### src/rtl/readout_pkg.sv
// Shared definitions for the readout deserializer: default sizes, field widths
// and the frame-receive state encoding.
package readout_pkg;

    localparam int WIDTH_DEF = 16;
    localparam int NCH_DEF   = 8;
    localparam int ADDR_W    = 3;
    localparam int EPOCH_W   = 8;

    typedef enum logic [1:0] {
        IDLE  = 2'd0,
        SHIFT = 2'd1,
        DONE  = 2'd2,
        WAIT  = 2'd3
    } state_t;

endpackage

### src/rtl/readout_deserializer_if.sv
// Bundle of the serial readout stream, host controls and the deserializer's
// word/status outputs. The counter-core/host side is the master; the
// deserializer is the slave.
interface readout_deserializer_if
    import readout_pkg::*;
#(
    parameter int WIDTH = WIDTH_DEF,
    parameter int NCH   = NCH_DEF
);

    logic                serial_in;
    logic                sl;
    logic [ADDR_W-1:0]   addr;
    logic                ovf_ch;
    logic                ovf_global;
    logic                ovf_rtc;
    logic                clr;
    logic                word_valid;
    logic [WIDTH-1:0]    word_data;
    logic [ADDR_W-1:0]   word_addr;
    logic                frame_err;
    logic [ADDR_W-1:0]   rd_addr;
    logic [WIDTH-1:0]    rd_data;
    logic [NCH-1:0]      ovf_ch_flags;
    logic                ovf_global_flag;
    logic [EPOCH_W-1:0]  rtc_epoch;

    modport master (
        output serial_in, sl, addr, ovf_ch, ovf_global, ovf_rtc, clr, rd_addr,
        input  word_valid, word_data, word_addr, frame_err, rd_data,
               ovf_ch_flags, ovf_global_flag, rtc_epoch
    );

    modport slave (
        input  serial_in, sl, addr, ovf_ch, ovf_global, ovf_rtc, clr, rd_addr,
        output word_valid, word_data, word_addr, frame_err, rd_data,
               ovf_ch_flags, ovf_global_flag, rtc_epoch
    );

endinterface

### src/rtl/readout_deserializer_rx_shift.sv
// MSB-first shift register with a bit counter. `load` starts a new word with
// one bit, `shift` appends a bit, `clear` drops a partial word. `last` flags
// that the next shift completes the word; `full` flags a complete word.
module rx_shift #(
    parameter int WIDTH = 16
) (
    input  logic             clk,
    input  logic             reset,
    input  logic             load,
    input  logic             shift,
    input  logic             clear,
    input  logic             bit_in,
    output logic [WIDTH-1:0] word,
    output logic             last,
    output logic             full
);

    localparam int CNT_W = $clog2(WIDTH + 1);

    logic [CNT_W-1:0] count;

    // Word assembly and bit counting; load takes priority over shift.
    always_ff @(posedge clk) begin
        if (reset || clear) begin
            word  <= '0;
            count <= '0;
        end else if (load) begin
            word  <= WIDTH'(bit_in);
            count <= CNT_W'(1);
        end else if (shift) begin
            word  <= (word << 1) | WIDTH'(bit_in);
            count <= count + CNT_W'(1);
        end
    end

    assign last = (count == CNT_W'(WIDTH - 1));
    assign full = (count == CNT_W'(WIDTH));

endmodule

### src/rtl/readout_deserializer.sv
// Rebuilds parallel count words from the counter core's serial readout,
// commits them to a per-channel register file, and keeps sticky overflow
// status plus an RTC epoch counter for the host.
module readout_deserializer
    import readout_pkg::*;
#(
    parameter int WIDTH = WIDTH_DEF,
    parameter int NCH   = NCH_DEF
) (
    input  logic                  clk,
    input  logic                  reset,
    readout_deserializer_if.slave bus
);

    state_t              state;
    state_t              state_next;
    logic                prev_sl;
    logic                prev_rtc;
    logic [ADDR_W-1:0]   latched_addr;
    logic                load;
    logic                shift;
    logic                clear;
    logic                abort;
    logic                err;
    logic [WIDTH-1:0]    shift_word;
    logic                shift_last;
    logic                shift_full;
    logic                commit;
    logic                addr_ok;
    logic [WIDTH-1:0]    regs [NCH];
    logic [WIDTH-1:0]    word_hold;
    logic [ADDR_W-1:0]   addr_hold;
    logic [NCH-1:0]      ch_flags;
    logic [NCH-1:0]      ch_set;
    logic                global_flag;
    logic [EPOCH_W-1:0]  epoch;
    logic                rtc_rise;

    rx_shift #(.WIDTH(WIDTH)) u_rx_shift (
        .clk    (clk),
        .reset  (reset),
        .load   (load),
        .shift  (shift),
        .clear  (clear),
        .bit_in (bus.serial_in),
        .word   (shift_word),
        .last   (shift_last),
        .full   (shift_full)
    );

    // State register plus the one-cycle histories used for edge detection.
    always_ff @(posedge clk) begin
        if (reset) begin
            state        <= IDLE;
            prev_sl      <= 1'b0;
            prev_rtc     <= 1'b0;
            latched_addr <= '0;
            err          <= 1'b0;
        end else begin
            state    <= state_next;
            prev_sl  <= bus.sl;
            prev_rtc <= bus.ovf_rtc;
            err      <= abort;
            if (load) begin
                latched_addr <= bus.addr;
            end
        end
    end

    // Next-state and shifter control; a frame begins on a falling sl edge.
    always_comb begin
        state_next = state;
        load       = 1'b0;
        shift      = 1'b0;
        clear      = 1'b0;
        abort      = 1'b0;
        case (state)
            IDLE: begin
                if (!bus.sl && prev_sl) begin
                    load       = 1'b1;
                    state_next = (WIDTH == 1) ? DONE : SHIFT;
                end
            end
            SHIFT: begin
                if (bus.sl || (bus.addr != latched_addr)) begin
                    abort      = 1'b1;
                    clear      = 1'b1;
                    state_next = IDLE;
                end else begin
                    shift = 1'b1;
                    if (shift_last) begin
                        state_next = DONE;
                    end
                end
            end
            DONE: begin
                state_next = bus.sl ? IDLE : WAIT;
            end
            WAIT: begin
                if (bus.sl) begin
                    state_next = IDLE;
                end
            end
            default: begin
                state_next = IDLE;
            end
        endcase
    end

    assign commit  = (state == DONE) && shift_full;
    assign addr_ok = int'(latched_addr) < NCH;

    // Register file write; out-of-range channels are announced but not stored.
    always_ff @(posedge clk) begin
        if (reset) begin
            for (int i = 0; i < NCH; i++) begin
                regs[i] <= '0;
            end
        end else if (commit && addr_ok) begin
            regs[latched_addr] <= shift_word;
        end
    end

    // Hold the last committed word and channel between commits.
    always_ff @(posedge clk) begin
        if (reset) begin
            word_hold <= '0;
            addr_hold <= '0;
        end else if (commit) begin
            word_hold <= shift_word;
            addr_hold <= latched_addr;
        end
    end

    // Channel-overflow set mask for the word being committed this cycle.
    always_comb begin
        ch_set = '0;
        if (commit && addr_ok) begin
            ch_set[latched_addr] = bus.ovf_ch;
        end
    end

    assign rtc_rise = bus.ovf_rtc && !prev_rtc;

    // Sticky status; a set or increment in the same cycle as clr wins.
    always_ff @(posedge clk) begin
        if (reset) begin
            ch_flags    <= '0;
            global_flag <= 1'b0;
            epoch       <= '0;
        end else begin
            ch_flags    <= (bus.clr ? '0 : ch_flags) | ch_set;
            global_flag <= bus.ovf_global || (global_flag && !bus.clr);
            epoch       <= (bus.clr ? '0 : epoch) + EPOCH_W'(rtc_rise);
        end
    end

    assign bus.word_valid      = commit;
    assign bus.word_data       = commit ? shift_word : word_hold;
    assign bus.word_addr       = commit ? latched_addr : addr_hold;
    assign bus.frame_err       = err;
    assign bus.rd_data         = (int'(bus.rd_addr) < NCH) ? regs[bus.rd_addr] : '0;
    assign bus.ovf_ch_flags    = ch_flags;
    assign bus.ovf_global_flag = global_flag;
    assign bus.rtc_epoch       = epoch;

endmodule

### src/flat_wrapper.sv
// flat-port wrapper written by rule: the top's interface ports become plain ports
module readout_deserializer_flat import readout_pkg::*;
#(
    parameter int WIDTH = WIDTH_DEF,
    parameter int NCH   = NCH_DEF
)
  (clk, reset, bus_serial_in, bus_sl, bus_addr, bus_ovf_ch, bus_ovf_global, bus_ovf_rtc, bus_clr, bus_rd_addr, bus_word_valid, bus_word_data, bus_word_addr, bus_frame_err, bus_rd_data, bus_ovf_ch_flags, bus_ovf_global_flag, bus_rtc_epoch);
  readout_deserializer_if #(.WIDTH(WIDTH), .NCH(NCH)) bus_i ();
  input  logic clk;
  input  logic reset;
  input wire logic [$bits(bus_i.serial_in)-1:0] bus_serial_in;
  input wire logic [$bits(bus_i.sl)-1:0] bus_sl;
  input wire logic [$bits(bus_i.addr)-1:0] bus_addr;
  input wire logic [$bits(bus_i.ovf_ch)-1:0] bus_ovf_ch;
  input wire logic [$bits(bus_i.ovf_global)-1:0] bus_ovf_global;
  input wire logic [$bits(bus_i.ovf_rtc)-1:0] bus_ovf_rtc;
  input wire logic [$bits(bus_i.clr)-1:0] bus_clr;
  input wire logic [$bits(bus_i.rd_addr)-1:0] bus_rd_addr;
  output wire logic [$bits(bus_i.word_valid)-1:0] bus_word_valid;
  output wire logic [$bits(bus_i.word_data)-1:0] bus_word_data;
  output wire logic [$bits(bus_i.word_addr)-1:0] bus_word_addr;
  output wire logic [$bits(bus_i.frame_err)-1:0] bus_frame_err;
  output wire logic [$bits(bus_i.rd_data)-1:0] bus_rd_data;
  output wire logic [$bits(bus_i.ovf_ch_flags)-1:0] bus_ovf_ch_flags;
  output wire logic [$bits(bus_i.ovf_global_flag)-1:0] bus_ovf_global_flag;
  output wire logic [$bits(bus_i.rtc_epoch)-1:0] bus_rtc_epoch;
  assign bus_i.serial_in = bus_serial_in;
  assign bus_i.sl = bus_sl;
  assign bus_i.addr = bus_addr;
  assign bus_i.ovf_ch = bus_ovf_ch;
  assign bus_i.ovf_global = bus_ovf_global;
  assign bus_i.ovf_rtc = bus_ovf_rtc;
  assign bus_i.clr = bus_clr;
  assign bus_i.rd_addr = bus_rd_addr;
  assign bus_word_valid = bus_i.word_valid;
  assign bus_word_data = bus_i.word_data;
  assign bus_word_addr = bus_i.word_addr;
  assign bus_frame_err = bus_i.frame_err;
  assign bus_rd_data = bus_i.rd_data;
  assign bus_ovf_ch_flags = bus_i.ovf_ch_flags;
  assign bus_ovf_global_flag = bus_i.ovf_global_flag;
  assign bus_rtc_epoch = bus_i.rtc_epoch;
  readout_deserializer #(.WIDTH(WIDTH), .NCH(NCH)) u_core (.clk(clk), .reset(reset), .bus(bus_i));
endmodule
### config.mk
export PLATFORM = sky130hd
export DESIGN_NAME = readout_deserializer_flat
export DESIGN_NICKNAME = d
export VERILOG_FILES = /design/src/rtl/readout_pkg.sv /design/src/rtl/readout_deserializer_if.sv /design/src/rtl/readout_deserializer_rx_shift.sv /design/src/rtl/readout_deserializer.sv /design/src/flat_wrapper.sv
export SDC_FILE = /design/constraint.sdc
export NUM_CORES = 1
export LEC_CHECK = 0
export BUFFER_PORTS_ARGS = -buffer_cell sky130_fd_sc_hd__buf_2
export CORE_MARGIN = 1.5
export CORE_UTILIZATION = 45
export CTS_CLUSTER_DIAMETER = 30
export DETAILED_ROUTE_END_ITERATION = 8
export PLACE_DENSITY = 0.67
export SYNTH_ARGS = -nofsm -noshare
export SYNTH_HDL_FRONTEND = slang
export SYNTH_HIERARCHICAL = 1
export SYNTH_SLANG_ARGS = --single-unit
### constraint.sdc
create_clock -name clk -period 3 [get_ports clk]
set_clock_uncertainty 0.05 [all_clocks]
set_input_delay 0.3 -clock clk [delete_from_list [all_inputs] [get_ports clk]]
set_output_delay 0.3 -clock clk [all_outputs]
set_load 0.05 [all_outputs]
======== Yosys cells after proc, flatten, opt, wreduce, memory -nomap -nowiden ========
Memory sizes are Yosys's and may differ from the RTL's.
Cells that the tools add are included.
Widths: inputs -> output; s select.
storage, ports and cells
  register bits after elaboration ......... 65
  word-level logic and storage cells ...... 78
  output and inout port bits .............. 54
  memories ................................ 1
  RAM bits ................................ 128
  bits of input ports ..................... 14
memory list
  name         words  width  rd ports  clocked after Yosys merged registers in  wr ports  RTL line                    RTL
  u_core.regs  8      16     1         0                                        8         readout_deserializer.sv:30  logic [WIDTH-1:0] regs [NCH];
operators by class
  magnitude comparators ................... 2
  bitwise operators ....................... 3
  equality and inequality tests ........... 9
  add/subtract/negate cells ............... 2
  reduce and logical (&&, ||, !) cells .... 16
  mux-type cells .......................... 31
operator list
  cell                 number
  $mux 16              2
  $mux 8               3
  $mux 1               17
  $or 16x1->16         1
  $reduce_or 16->1     1
  $mux 2               5
  $add 8x1->8          1
  $and 8x8->8          1
  $or 8x8->8           1
  $pmux 2 s4           1
  $mux 3               2
  $add 5x1->5 const B  1
  $eq 5x4->1 const B   1
  $eq 5x5->1 const B   1
  $logic_and 1x1->1    5
  $eq 2x2->1 const B   2
  $lt 3x4->1 const B   1
  $demux 1 s3          1
  $ge 3x1->1 const B   1
  $logic_not 1->1      3
  $logic_or 1x1->1     3
  $ne 3x1->1 const B   1
  $ne 3x3->1           1
  $reduce_and 3->1     1
  6 further kinds      6

======== Longest topological paths before layout ========
  depth in word-level cells ............... 7
  depth in mapped cells ................... 8
  depth with buffers taken out ............ 6

======== Modules after synthesis ========
Netlist, hierarchy kept.
by module, submodules not included
  module                cells an instance  sequential area each (um2)  area each (um2)  instances
  readout_deserializer  521                4724.5                      7706.1           1
  rx_shift              82                 420.4                       894.6            1

======== Worst setup path after synthesis ========
OpenSTA, ideal clock, no wires.
  path type ............................... reg-to-reg
  from .................................... register u_core.u_rx_shift.count[0]
  to ...................................... memory u_core.regs[2][0], enable pin
  library setup time ...................... 0.334 ns
  path slack .............................. 0.802 ns
  arrival ................................. 1.814 ns
  period minus slack after synthesis ...... 2.198 ns
  stages on the path, launching flop included .. 8
  path buffers ............................ 1
  required time ........................... 2.616 ns
  cells stage by stage .................... dfxtp_1 inv_1 ha_1 nor4b_1 nand4bb_1 buf_6 nor4_4 or2_2
RTL lines
  element                 RTL line                             RTL
  from (decl)             readout_deserializer_rx_shift.sv:20  logic [CNT_W-1:0] count;
  from (signal assigned)  readout_deserializer_rx_shift.sv:32  count <= count + CNT_W'(1);
  to (decl)               readout_deserializer.sv:30

======== Worst setup path in the final report ========
  from .................................... register u_core.u_rx_shift.count[0]
  to ...................................... output bus_word_addr[2]
on the way
  word-level cells in the longest chain between the ends .. 3
ends and longest elaborated chain
  element                RTL line                             RTL
  $eq 5x5->1             readout_deserializer_rx_shift.sv:37  assign full = (count == CNT_W'(WIDTH));
  via u_core.shift_full  readout_deserializer.sv:27           logic shift_full;
  $logic_and 1x1->1      readout_deserializer.sv:110          assign commit = (state == DONE) && shift_full;
  $mux 3                 readout_deserializer.sv:160          assign bus.word_addr = commit ? latched_addr : addr_hold;
  to (decl)              flat_wrapper.sv:21                   output wire logic [$bits(bus_i.word_addr)-1:0] bus_word_addr;
The timed path passes the listed nets, and every way through them passes these cells.

==> run_summary.xml <==
<?xml version="1.0" encoding="UTF-8"?>
<metrics>
  <group name="status">
    <metric name="outcome" unit="">complete, no violations</metric>
  </group>
  <group name="floorplanning">
    <metric name="boundary_pins" unit="">68</metric>
    <metric name="full_die_area" unit="um2">20000</metric>
    <metric name="dieHeight" unit="um">141</metric>
    <metric name="core_area" unit="um2">18700</metric>
    <metric name="core.rowCount" unit="">50</metric>
    <metric name="initial_utilization" unit="">0.460</metric>
    <metric name="die_w" unit="um">141</metric>
  </group>
  <group name="synth">
    <metric name="synth-edff-count" unit="">128</metric>
    <metric name="yosys_most_used_dff" unit="">edfxtp_1</metric>
    <metric name="sequential_share_of_the_synthesized_area" unit="">0.598</metric>
    <metric name="synth_top_area_frac" unit="">0.447</metric>
    <metric name="postSynthNetCount" unit="">622</metric>
    <metric name="ys_top_cells_by_count" unit="">128 x and2_1, 128 x edfxtp_1, 65 x dfxtp_1</metric>
    <metric name="asyncSetResetFlopFracSynth" unit="">0</metric>
    <metric name="synthDistinctLibCells" unit="">49</metric>
    <metric name="synth_largest_area_cell" unit="">edfxtp_1</metric>
    <metric name="synth_area_per_cell" unit="um2">14.3</metric>
    <metric name="post_synth_instance_area" unit="um2">8600</metric>
    <metric name="post_synth_inst_count" unit="">603</metric>
    <metric name="synthesis.yosys.warnings" unit="">6</metric>
    <metric name="synth.top_cells.by_area" unit="">edfxtp_1 45%, dfxtp_1 15%, and2_1 9.3%</metric>
    <metric name="postSynthRegisterBits" unit="">193</metric>
  </group>
  <group name="drt">
    <metric name="routed_wirelength" unit="um">17700</metric>
    <metric name="drtPass1Iterations" unit="">4</metric>
    <metric name="drc_errors" unit="">0</metric>
    <metric name="num_vias" unit="">4956</metric>
    <metric name="wl_per_cell" unit="um">19.2</metric>
    <metric name="detailedRoute.firstIterationViolations" unit="">249</metric>
    <metric name="drt-vias-per-instance" unit="">5.38</metric>
    <metric name="ant_nets" unit="">0</metric>
  </group>
  <group name="global_route">
    <metric name="grt_first_pass_wirelength" unit="um">28000</metric>
    <metric name="grt.busiest_layer" unit="">met2</metric>
    <metric name="m1_gr_usage" unit="">0.240</metric>
    <metric name="grt_use_met3" unit="">0.0378</metric>
    <metric name="pin_count_of_the_biggest_net_entering_global_routing" unit="">53</metric>
    <metric name="gr-usage-all-layers" unit="">0.190</metric>
    <metric name="global_routing_met2_resource_utilization" unit="">0.325</metric>
    <metric name="grt_antenna_before_repair" unit="">0</metric>
    <metric name="grt-ovfl-total" unit="">0</metric>
    <metric name="vias_in_the_first_global_route" unit="">5178</metric>
  </group>
  <group name="placement">
    <metric name="pre_cts_ws" unit="ns">0.396</metric>
    <metric name="final_weighted_congestion_of_routability_driven_global_placement" unit="">0.795</metric>
    <metric name="detailed_place_hpwl" unit="um">11600</metric>
    <metric name="placement.io_buffers" unit="">67</metric>
  </group>
  <group name="final_layout">
    <metric name="multi_input_area" unit="um2">3220</metric>
    <metric name="final_nets" unit="">694</metric>
    <metric name="area_growth" unit="%">14.1</metric>
    <metric name="final.fill_count" unit="">1545</metric>
    <metric name="ff_latch_area" unit="um2">5140</metric>
    <metric name="diodes" unit="">0</metric>
    <metric name="post_route_cells_drive_above_1_share" unit="">0.314</metric>
  </group>
  <group name="clock_network">
    <metric name="cts.sink_count" unit="">193</metric>
    <metric name="tritoncts" unit="">done</metric>
    <metric name="clkLatencyLatePin" unit="ns">0.43</metric>
    <metric name="max-clock-path-buffers" unit="">2</metric>
    <metric name="cts.repair_timing.setup_buffer_count" unit="">0</metric>
    <metric name="cts.clk_slew.worst_paths" unit="ns">0.07</metric>
    <metric name="tritoncts.num_buffers" unit="">17</metric>
    <metric name="htree_levels" unit="">4</metric>
    <metric name="clock_tree.root_cell" unit="">clkbuf_16</metric>
  </group>
  <group name="run">
    <metric name="maxCapViolations" unit="">0</metric>
  </group>
  <group name="critical_path">
    <metric name="start_kind" unit="">register</metric>
    <metric name="critical_path_end_type" unit="">output port</metric>
    <metric name="critical-path-slowest-cell" unit="">nor4b_2</metric>
    <metric name="path_class" unit="">reg -&gt; out</metric>
    <metric name="cp.required" unit="ns">2.65</metric>
    <metric name="crit_chain" unit="">inv_1 &gt; ha_1 &gt; nor4b_2 &gt; nand3b_1 &gt; buf_4 &gt; mux2_2 &gt; buf_2</metric>
    <metric name="worst-r2r-setup-slack" unit="ns">0.40</metric>
    <metric name="path_max_fanout" unit="">13</metric>
    <metric name="cp_data_arrival_time" unit="ns">2.33</metric>
    <metric name="cp_slowest_stage_delay" unit="ns">0.36</metric>
  </group>
  <group name="sta">
    <metric name="setup_viol_count_final" unit="">0</metric>
    <metric name="post-route-worst-setup-slack" unit="ns">0.321</metric>
    <metric name="period_minus_slack" unit="ns">2.68</metric>
    <metric name="final_hold_viol_count" unit="">0</metric>
    <metric name="holdWs" unit="ns">0.0404</metric>
    <metric name="worst_slew_pin_slew" unit="ns">0.784</metric>
    <metric name="max_freq" unit="MHz">373</metric>
    <metric name="timing.final.max_slew_violations" unit="">0</metric>
    <metric name="worst_slew_margin_rel" unit="">0.477</metric>
    <metric name="final.setup.tns" unit="ns">0</metric>
    <metric name="layout_worst_path_cycle_share" unit="">0.893</metric>
    <metric name="grt_setup_unrepaired" unit="">no</metric>
  </group>
  <group name="min_path">
    <metric name="worstHoldPathType" unit="">in -&gt; reg</metric>
  </group>
  <group name="pwr">
    <metric name="cellPowerDensity" unit="nW/um2">577</metric>
    <metric name="static-leakage-power" unit="nW">3.68</metric>
    <metric name="vdd.ir_drop.worst" unit="mV">0.416</metric>
    <metric name="design_power" unit="mW">5.66</metric>
  </group>
</metrics>
-- worst max-delay path, delay by kind of cell, from the launching register on --
kind          cells  cell delay (ns)
flops             1             0.35
simple gates      2             0.54
buf+inv           3             0.58
mux               1             0.28
fa+ha+maj         1             0.14
-- path summary, 6_finish.rpt --
path	cells after the start	endpoint	from
min	3	u_core/bus.ovf_global_flag	bus_ovf_global
min reg2reg	2	u_core/bus.ovf_ch_flags[6]	u_core/bus.ovf_ch_flags[6]
max reg2reg	5	u_core/u_rx_shift/count[4]	u_core/latched_addr[0]
max	7	bus_word_addr[2]	u_core/u_rx_shift/count[0]
-- what timing repair did --
action / in CTS / in global routing
setup endpoints to repair: 0 / 19
hold buffers: 0 / 0
gates resized for setup: 0 / 1
-- flip-flops by register name, summed over array words and instances, names as in the netlist, 2 cells and up --
signal                   cells
u_core/bus.ovf_ch_flags      8
u_core/u_rx_shift/word      16
u_core/bus.rtc_epoch         8
u_core/latched_addr          3
u_core/word_hold            16
u_core/state                 2
u_core/regs                128
u_core/addr_hold             3
u_core/u_rx_shift/count      5
-- metrics by stage --
| step | std cells | instance area [um2] | util |
|---|---|---|---|
| floorplan | 603 | 8600 | - |
| global placement | 890 | 9190 | 0.491 |
| detailed placement | 890 | 9190 | 0.491 |
| CTS | 922 | 9810 | 0.524 |
| global route | 922 | 9810 | 0.525 |
| finish | 922 | 9810 | 0.525 |
-- metal layers --
layer	share of wire	routed length, um
met1	0.44	7860
met2	0.50	8910
met3	0.038	680
met4	0.016	280
met5	0	0
-- power breakdown --
part | switching, mW | internal, mW
registers | 0.0306 | 2.91
logic | 0.255 | 0.140
clock network | 0.937 | 1.38
total | 1.22 | 4.44
-- kinds of logic after synthesis --
group                      synth area share
DFF                                   0.598
adders and majority gates           0.00727
xor gates and xnor gates            0.00713
and+or+nand+nor                       0.184
AOI/OAI and AO/OA                    0.0198
buffers and inverters                0.0287
muxes                                 0.155
-- area by class of cell --
class | count | share of cell area
flip-flops and latches | 193 | 0.524
multi-input cells | 368 | 0.328
clock buffers | 22 | 0.0527
repair buffers | 86 | 0.0513
well taps | 234 | 0.0298
clock inverters | 10 | 0.0105
inverters | 9 | 0.00344
-- layout by cell type (no fill, tap or decap), types with 2 or more instances in the layout --
cell type,n
clkinv_2,4
clkbuf_8,3
or2_2,10
dfxtp_1,65
inv_1,11
clkbuf_16,19
nand4_1,2
or3_1,8
edfxtp_1,128
a21oi_1,10
mux4_1,5
nand2_1,8
buf_2,67
mux4_2,27
bufinv_16,2
nand3_1,4
xor2_1,6
nand2b_1,4
o32a_1,2
ha_1,5
nor3_4,6
mux2_2,36
nand3b_1,2
mux2i_1,19
and2_1,128
nor4b_2,2
nor2b_1,30
buf_12,2
nor2_1,20
buf_4,17
nor4_4,2
o21ai_0,5
nor2_2,11
(Power assumes the default switching activity.)
